File: config.mk
export PLATFORM = sky130hd
export DESIGN_NAME = display_bcd_controller
export DESIGN_NICKNAME = d
export VERILOG_FILES = /design/src/rtl/display_pkg.sv /design/src/rtl/bcd_dabble_step.sv /design/src/rtl/display_bcd_controller.sv
export SDC_FILE = /design/constraint.sdc
export NUM_CORES = 1
export LEC_CHECK = 0
export ABC_CLOCK_PERIOD_IN_PS = 3700
export CAP_MARGIN = 30
export CORE_ASPECT_RATIO = 1.75
export CORE_MARGIN = 2
export CORE_UTILIZATION = 40
export CTS_BUF_LIST = sky130_fd_sc_hd__clkbuf_4 sky130_fd_sc_hd__clkbuf_8 sky130_fd_sc_hd__clkbuf_16
export DETAILED_ROUTE_END_ITERATION = 8
export GPL_ROUTABILITY_DRIVEN = 0
export HOLD_SLACK_MARGIN = 0.03
export PLACE_DENSITY = 0.7
export SLEW_MARGIN = 15
export SYNTH_ARGS = -nofsm -noshare
export SYNTH_HDL_FRONTEND = slang
export SYNTH_SLANG_ARGS = --single-unit
export TNS_END_PERCENT = 20
File: constraint.sdc
create_clock -name clk -period 3.7 [get_ports clk]
set_input_delay 0.37 -clock clk [delete_from_list [all_inputs] [get_ports clk]]
set_output_delay 0.37 -clock clk [all_outputs]
set_load 0.01 [all_outputs]
File: src/rtl/display_pkg.sv
`default_nettype none
// display_pkg: shared widths, iteration bound and state encoding for the BCD display path (rev 1.0).
package display_pkg;

  localparam int DATA_W     = 32;
  localparam int NUM_DIGITS = 10;
  localparam int ITER_LAST  = DATA_W - 1;

  typedef enum logic [1:0] {
    IDLE = 2'd0,
    CONV = 2'd1,
    DONE = 2'd2
  } display_state_t;

  // True when NUM_DIGITS decimal digits can hold any magnitude of a signed w-bit word.
  function automatic bit digits_ok(input int nd, input int w);
    longint unsigned p;
    p = 64'd1;
    if (nd >= 19) return 1'b1;
    for (int i = 0; i < nd; i++) p = p * 64'd10;
    return p > (64'd1 << (w - 1));
  endfunction

endpackage
`default_nettype wire

File: src/rtl/bcd_dabble_step.sv
`default_nettype none
// bcd_dabble_step: one double-dabble iteration (add-3 on nibbles >= 5, then shift left by one) (rev 1.0).
module bcd_dabble_step #(
  parameter int NUM_DIGITS = 10
) (
  input  logic [4*NUM_DIGITS-1:0] acc_in,
  input  logic                    shift_in,
  output logic [4*NUM_DIGITS-1:0] acc_out
);

  logic [NUM_DIGITS-1:0] ge5;

  // For a valid BCD nibble the bit carried into the next digit after the
  // correction is exactly ge5, so only the low three corrected bits are formed.
  for (genvar i = 0; i < NUM_DIGITS; i++) begin : g_digit
    assign ge5[i] = (acc_in[4*i +: 4] >= 4'd5);
    assign acc_out[4*i+1 +: 3] = acc_in[4*i +: 3] + {1'b0, ge5[i], ge5[i]};
    if (i == 0) begin : g_lsb
      assign acc_out[0] = shift_in;
    end else begin : g_upper
      assign acc_out[4*i] = ge5[i-1];
    end
  end

endmodule
`default_nettype wire

File: src/rtl/display_bcd_controller.sv
`default_nettype none
// display_bcd_controller: signed 32-bit write -> ten committed BCD digits via shared double-dabble (rev 1.0).
// Optional leading-zero blanking is enabled by defining LEADING_ZERO_BLANK_EN.
module display_bcd_controller #(
  parameter int DATA_W     = display_pkg::DATA_W,
  parameter int NUM_DIGITS = display_pkg::NUM_DIGITS
) (
  input  logic                    clk,
  input  logic                    rst_n,
  input  logic                    wr_en,
  input  logic [DATA_W-1:0]       wr_data,
  output logic                    busy,
  output logic                    done,
  output logic [4*NUM_DIGITS-1:0] bcd,
  output logic                    neg,
  output logic [NUM_DIGITS-1:0]   blank
);

  import display_pkg::*;

  localparam int BCD_W = 4 * NUM_DIGITS;
  localparam int CNT_W = $clog2(DATA_W) + 1;

  if (DATA_W != 32) begin : g_bad_width
    $error("display_bcd_controller: DATA_W must be 32");
  end
  if (!digits_ok(NUM_DIGITS, DATA_W)) begin : g_bad_digits
    $error("display_bcd_controller: NUM_DIGITS too small for DATA_W");
  end

  display_state_t        state, next_state;
  logic [DATA_W-1:0]     shift_reg, pending_data, load_val, load_mag;
  logic [BCD_W-1:0]      acc, acc_step;
  logic [CNT_W-1:0]      count;
  logic                  sign_r, mag_nz, pending_valid, conv_last, start_load;
  logic [NUM_DIGITS-1:0] blank_next;

  bcd_dabble_step #(.NUM_DIGITS(NUM_DIGITS)) u_step (
    .acc_in   (acc),
    .shift_in (shift_reg[DATA_W-1]),
    .acc_out  (acc_step)
  );

  // The counter runs one past the last iteration so the commit edge sees the final accumulator.
  assign conv_last  = (count == CNT_W'(ITER_LAST + 1));
  assign load_val   = (state == DONE && !wr_en) ? pending_data : wr_data;
  assign load_mag   = load_val[DATA_W-1] ? (~load_val + 1'b1) : load_val;
  assign start_load = (state == IDLE && wr_en) || (state == DONE && (wr_en || pending_valid));

`ifdef LEADING_ZERO_BLANK_EN
  always_comb begin
    logic upper_zero;
    upper_zero = 1'b1;
    blank_next = '0;
    for (int i = NUM_DIGITS - 1; i >= 1; i--) begin
      upper_zero    = upper_zero && (acc[4*i +: 4] == 4'd0);
      blank_next[i] = upper_zero;
    end
  end
`else
  assign blank_next = '0;
`endif

  always_comb begin
    next_state = state;
    case (state)
      IDLE:    if (wr_en) next_state = CONV;
      CONV:    if (conv_last) next_state = DONE;
      DONE:    next_state = (wr_en || pending_valid) ? CONV : IDLE;
      default: next_state = IDLE;
    endcase
  end

  always_ff @(posedge clk or negedge rst_n) begin
    if (!rst_n) begin
      state         <= IDLE;
      busy          <= 1'b0;
      done          <= 1'b0;
      bcd           <= '0;
      neg           <= 1'b0;
      blank         <= '0;
      acc           <= '0;
      shift_reg     <= '0;
      count         <= '0;
      sign_r        <= 1'b0;
      mag_nz        <= 1'b0;
      pending_valid <= 1'b0;
      pending_data  <= '0;
    end else begin
      state <= next_state;
      busy  <= (next_state != IDLE);
      done  <= (next_state == DONE);

      if (start_load) begin
        shift_reg     <= load_mag;
        sign_r        <= load_val[DATA_W-1];
        mag_nz        <= |load_mag;
        acc           <= '0;
        count         <= '0;
        pending_valid <= 1'b0;
      end else if (state == CONV) begin
        if (!conv_last) begin
          acc       <= acc_step;
          shift_reg <= {shift_reg[DATA_W-2:0], 1'b0};
          count     <= count + 1'b1;
        end else begin
          bcd   <= acc;
          neg   <= sign_r && mag_nz;
          blank <= blank_next;
        end
        if (wr_en) begin
          pending_valid <= 1'b1;
          pending_data  <= wr_data;
        end
      end
    end
  end

endmodule
`default_nettype wire
# After elaboration in Yosys (flattened, before gate mapping)

Cells that the tools add are included.

Logic and storage cells: 75
Memories: 0
RAM bits: 0
Latch bits: 0
Bits of input ports: 35
Output and inout bits: 53
Memory bits (read-only): 0
Register bits: 158

Magnitude comparators: 10
Add/sub/neg operators: 12
Bitwise operators: 2
Reduce and logical (&&, ||, !) cells: 16
Div/mod/pow operators: 0
Multiplexer cells: 18
Eq/ne operators: 5
Multipliers: 0
Shifts and indexed selects: 0

Operator list:

| operator                                                                             | number |
|---|---|
| 32-bit 2-to-1 mux                                                                    | 5 |
| 40-bit 2-to-1 mux                                                                    | 3 |
| 4-bit by 3-bit greater-or-equal comparator with 1-bit output (second input constant) | 10 |
| 32-bit by 1-bit adder with 32-bit output (second input constant)                     | 1 |
| 32-bit inverter                                                                      | 1 |
| 32-bit OR reduction                                                                  | 1 |
| 3-bit by 2-bit adder with 3-bit output                                               | 10 |
| 6-bit 2-to-1 mux                                                                     | 3 |
| 6-bit by 1-bit adder with 6-bit output (second input constant)                       | 1 |
| 6-bit == test (second input constant)                                                | 1 |
| 2-bit one-hot mux with 3 select lines                                                | 1 |
| 3-bit AND reduction                                                                  | 2 |
| 2-bit nonzero test                                                                   | 3 |
| 2-bit == test (second input constant)                                                | 2 |
| 1-bit logical AND                                                                    | 4 |
| 1-bit 2-to-1 mux                                                                     | 4 |
| 2-bit 2-to-1 mux                                                                     | 2 |
| 2-bit AND reduction                                                                  | 2 |
| 2-bit by 1-bit == test with 1-bit output (second input constant)                     | 1 |
| 2-bit logical NOT                                                                    | 1 |
| 1-bit logical OR                                                                     | 2 |
| 2-bit by 1-bit != test with 1-bit output (second input constant)                     | 1 |
| 1-bit logical NOT                                                                    | 1 |
| 1-bit inverter                                                                       | 1 |

# Longest topological paths before layout

Depth in word-level cells: 7
Depth in mapped cells: 16
Gate-level depth less buffers: 11

# Cells and area by module

A second synthesis with hierarchy kept.

Cells, all modules: 912
Area, all modules: 8490.6 µm²

By module, submodules not included:

| module                 | cells an instance | area an instance (µm²) | instances | seq. area each (µm²) |
|---|---|---|---|---|
| display_bcd_controller | 837               | 7830.0                 | 1         | 3953.8 |
| bcd_dabble_step        | 75                | 660.6                  | 1         | 0.0 |

# Least setup slack after synthesis

OpenSTA, ideal clock, no wires.

Path kind: input -> register
Start: input wr_en
End: register mag_nz
Data arrival time: 3.895 ns
Stages: 16
Buffers on the path: 5
Required time: 3.574 ns
Library setup time: 0.126 ns
Path slack: -0.321 ns
Cells stage by stage: buf_2 or3b_4 buf_6 buf_6 buf_6 buf_6 mux2i_1 ha_1 or3b_2 or4_1 nor3_1 nor3_1 xor2_1 nor4bb_1 nand4b_1 o32a_1

Cells in the longest elaborated chain, start to end: 7
Elaborated cells between the ends (all ways): 11
Classes of those cells: add/sub: 1; mux: 2; bitwise: 1; reduce/logical: 7

Ends and longest elaborated chain:

| what                                     | RTL line                     | text |
|---|---|---|
| start, declared                          | display_bcd_controller.sv:10 | `input logic wr_en,` |
| 1-bit logical NOT                        | display_bcd_controller.sv:46 | `assign load_val = (state == DONE && !wr_en) ? pending_data : wr_data;` |
| 1-bit logical AND                        | display_bcd_controller.sv:46 |  |
| 32-bit 2-to-1 mux                        | display_bcd_controller.sv:46 |  |
| 32-bit inverter                          | display_bcd_controller.sv:47 | `assign load_mag = load_val[DATA_W-1] ? (~load_val + 1'b1) : load_val;` |
| 32-bit by 1-bit adder with 32-bit output | display_bcd_controller.sv:47 |  |
| 32-bit 2-to-1 mux                        | display_bcd_controller.sv:47 |  |
| 32-bit OR reduction                      | display_bcd_controller.sv:97 | `mag_nz <= \|load_mag;` |
| end signal, assigned                     | display_bcd_controller.sv:97 |  |
| end, declared                            | display_bcd_controller.sv:35 | `logic sign_r, mag_nz, pending_valid, conv_last, start_load;` |

Several ways; a longest one is shown, not always the timed one.
A chain may end at the register's enable or synchronous reset.

# Final worst setup path

Start: register state[1]
End: register mag_nz

Cells in the longest elaborated chain, start to end: 7
Elaborated cells between the ends (all ways): 11
Classes of those cells: add/sub: 1; eq/ne: 1; mux: 2; bitwise: 1; reduce/logical: 6

Ends and longest elaborated chain:

| what                                     | RTL line                                                   | text |
|---|---|---|
| start, declared                          | display_bcd_controller.sv:31                               | `display_state_t state, next_state;` |
| start signal, assigned                   | display_bcd_controller.sv:90                               | `state <= next_state;` |
| 2-bit == test                            | display_bcd_controller.sv:46, display_bcd_controller.sv:48 |  |
| 1-bit logical AND                        | display_bcd_controller.sv:46                               |  |
| 32-bit 2-to-1 mux                        | display_bcd_controller.sv:46                               |  |
| 32-bit inverter                          | display_bcd_controller.sv:47                               |  |
| 32-bit by 1-bit adder with 32-bit output | display_bcd_controller.sv:47                               |  |
| 32-bit 2-to-1 mux                        | display_bcd_controller.sv:47                               |  |
| 32-bit OR reduction                      | display_bcd_controller.sv:97                               |  |

Several ways; a longest one is shown, not always the timed one.

==> impl_metrics.py <==
metrics = {
    "pwr": {
        "power_leakage_nw": 4.55,
        "power.switching_mw": 2.94,
        "power_density_nw_per_um2": 764,
        "seq_power_share_pct": 39.9,
        "sw_frac_of_total_pct": 38.2,
        "internal_power_mw": 4.76,
        "peakVddDrop_mv": 0.345,
        "pwr-share-clk_pct": 21.3,
        "p_comb_share_pct": 38.8,
    },
    "finish": {
        "final_layout_size_suffix_gt1_share_pct": 12.4,
        "antenna_cells": 0,
        "fill_cells": 1933,
        "top_regs": "acc (40), bcd (40)",
        "fin_nets": 1012,
        "fin_area_sq_um": 10100,
        "syn_to_final_growth_pct": 20.1,
    },
    "floorplanning": {
        "rows": 70,
        "die_area_sq_um": 22200,
        "die_x_microns": 114,
        "io_pins": 88,
        "die_h_microns": 196,
        "start_util_pct": 40.5,
        "core-area_sq_um": 20800,
    },
    "critical_path": {
        "rr_endpoint": "mag_nz",
        "r2r_start": "state[1]",
        "crit_type": "register to register",
        "rr_worst_depth": 11,
        "cp_max_fo": 7,
        "crit_arrival_ns": 3.72,
        "critPathLaunchType": "register",
        "cp.required_ns": 4.01,
        "reg2reg_setup_slack_ns": 0.29,
        "worstSetupEndpointType": "register",
    },
    "detailed_routing": {
        "drc_errors": 0,
        "routedWlPerCell_microns": 16.1,
        "ant_nets": 0,
        "via_per_inst": 5.44,
        "first_iter_violations": 418,
        "dr_total_vias": 6630,
        "firstDrtPassIters": 5,
        "drt_wl_total_mm": 19.7,
    },
    "sta": {
        "worstMarginPinSlew_ns": 0.837,
        "fin_crit_ns": 3.41,
        "slew_headroom_pct": 43.7,
        "finClkSkew_ns": 0.0117,
        "holdWs_ns": 0.471,
        "rsz0062_at_grt": "false",
        "max_freq_mhz": 293,
        "timing.final.crit_share_pct": 92.1,
        "finalHoldViolCount": 0,
        "final_max_slew_viol_count": 0,
        "setup_violations": 0,
    },
    "grt": {
        "grt-busiest-layer": "met2",
        "antenna_found_initial": 0,
        "grt-ovfl-total": 0,
        "use_met2_pct": 34.8,
        "grtUsageTotal_pct": 18.5,
        "grt_pass1_wl_mm": 33.3,
        "grt_pass1_vias": 6703,
        "grt_max_degree": 63,
        "gr-usage-met3_pct": 2.63,
        "grt_util_met1_pct": 20.4,
    },
    "run": {
        "cap_viol_max_count": 0,
    },
    "yosys": {
        "synthDistinctLibCells": 56,
        "syn_inst": 870,
        "ys_warn_count": 0,
        "synthesis.area_sq_um": 8400,
        "ys_seq_area_share_pct": 47.1,
        "synth-seq-cells": 158,
        "synth_edf_count": 0,
        "avgSynthCellArea_sq_um": 9.65,
        "ys_async_sr_fraction_pct": 100,
        "synth-main-ff-cell": "dfrtp_1",
    },
    "cts": {
        "clock_latency_ns": 0.43,
        "cts.sinks": 158,
        "cts_setup_buffers": 0,
        "cts_root_buf": "clkbuf_16",
        "htreeDepth": 4,
        "cts.clk_slew.worst_paths_ns": 0.07,
        "clockBufferDepth": 2,
        "cts_buffers": 17,
        "cts_tree": "done",
    },
    "run_status": {
        "status": "complete, no violations",
    },
    "worst_hold_path": {
        "min_from": "bcd[18]",
        "holdPathEnd": "bcd[18]",
        "hold_path_depth": 2,
        "hp-class": "register to register",
    },
    "placement": {
        "hpwlAfterDp_mm": 14.4,
        "place_area_sq_um": 9510,
        "port_buffers": 77,
    },
}
[what timing repair did]
action	4_1_cts	5_1_grt
endpoints found under the hold margin	59	0
hold buffers	1	0
setup endpoints to repair	0	1
gates resized for setup	0	2
[synthesized netlist by cell type (5+ instances only)]
cell type,n,area share (%)
ha_1,13,1.9
buf_6,6,0.80
mux2_2,33,4.4
nor4_1,12,0.89
nand2_1,154,6.9
nand3_1,40,2.4
o21a_1,10,0.89
or4_1,13,1.2
a31oi_1,9,0.67
o31ai_1,20,1.8
mux2i_1,29,3.5
inv_1,36,1.6
dfrtp_1,158,47
buf_4,11,0.98
clkbuf_1,36,1.6
nor2_1,31,1.4
nor3_1,15,0.89
xor2_1,37,3.9
nand4_1,6,0.45
o21ai_0,79,4.7
or3_1,5,0.37
a21oi_1,13,0.77
xnor2_1,12,1.3
a22oi_1,31,2.8
fa_1,10,2.4
[critical path, cell delays in order, from the launching register on]
cell,delay (ns)
dfrtp_2,0.42
or3b_4,0.42
mux2i_1,0.22
ha_2,0.23
or3b_4,0.42
or4_4,0.44
nor3_2,0.12
nor3_1,0.07
xor2_1,0.19
nor4bb_1,0.22
nand4b_1,0.16
o32a_1,0.37
[power by group through the flow]
| stage | sequential, mW | combinational (mW) | clock (mW) |
|---|---|---|---|
| 2_1_floorplan | 3.01 | 2.07 | 0 |
| 3_3_place_gp | 3.08 | 2.91 | 0 |
| 3_5_place_dp | 3.10 | 3.02 | 0 |
| 4_1_cts | 3.07 | 3.04 | 1.69 |
| 5_1_grt | 3.18 | 3.47 | 1.76 |
| 6_report | 3.07 | 2.99 | 1.64 |
[cell families after synthesis]
logic type,after synthesis,synth area share (%)
compound gates,178,13.2
xor+xnor,49,5.11
fa+ha+maj,23,4.32
buf+inv,95,5.30
flops,158,47.1
mux,63,8.05
other cells,1,0.0447
simple gates,303,16.9
[cells in the final DEF, fill, tap and decap left out, types with 4 or more instances in the layout]
master,count
a21oi_1,13
a22oi_1,31
a31oi_1,9
and3_1,4
buf_4,37
clkbuf_16,17
clkdlybuf4s50_1,76
conb_1,10
dfrtp_1,157
fa_1,10
ha_1,12
inv_1,36
inv_6,5
mux2_2,33
mux2i_1,29
nand2_1,153
nand3_1,40
nand4_1,6
nor2_1,30
nor3_1,13
nor4_1,12
o21a_1,10
o21ai_0,79
o31ai_1,20
or2_2,4
or3_1,5
or4_1,12
xnor2_1,12
xor2_1,37
[routing by layer]
layer,routed length (microns),part of all wire (%)
met5,0,0
met4,574,2.9
met3,423,2.2
met2,11000,56
met1,7680,39
[metrics by stage]
stage | std cells | util [%] | power (mW) | worst slack [ns] | TNS (ns)
finish | 1219 | 48.6 | 7.71 | 0.292 | 0
global route | 1219 | 48.6 | 8.41 | 0.0116 | 0
CTS | 1219 | 48.6 | 7.80 | 0.219 | 0
detailed placement | 1186 | 45.8 | 6.12 | -0.104 | -0.104
global placement | 1186 | 45.8 | 5.99 | -0.0319 | -0.0319
floorplan | 879 | - | 5.08 | -0.0920 | -0.0920
[layout make-up]
class / instances / area [sq um] / area share [%]
clock inverter: 15 / 129 / 1.28
multi-input combinational: 626 / 4070 / 40.3
clock buffer: 17 / 425 / 4.22
sequential: 158 / 3960 / 39.2
inverter: 36 / 135 / 1.34
tap: 252 / 315 / 3.13
timing repair buffer: 115 / 1060 / 10.5
[how the worst max path moves through the flow]
| stage | cells past startpoint | from | slack, ns | endpoint |
|---|---|---|---|---|
| 2_1_floorplan | 16 | wr_en | -0.09 | mag_nz |
| 3_3_place_gp | 12 | wr_en | -0.03 | mag_nz |
| 3_5_place_dp | 12 | wr_en | -0.10 | mag_nz |
| 4_1_cts | 11 | state[1] | 0.22 | mag_nz |
| 5_1_grt | 11 | state[1] | 0.01 | mag_nz |
| 6_report | 11 | state[1] | 0.29 | mag_nz |
Power figures use the tool's default switching activity.
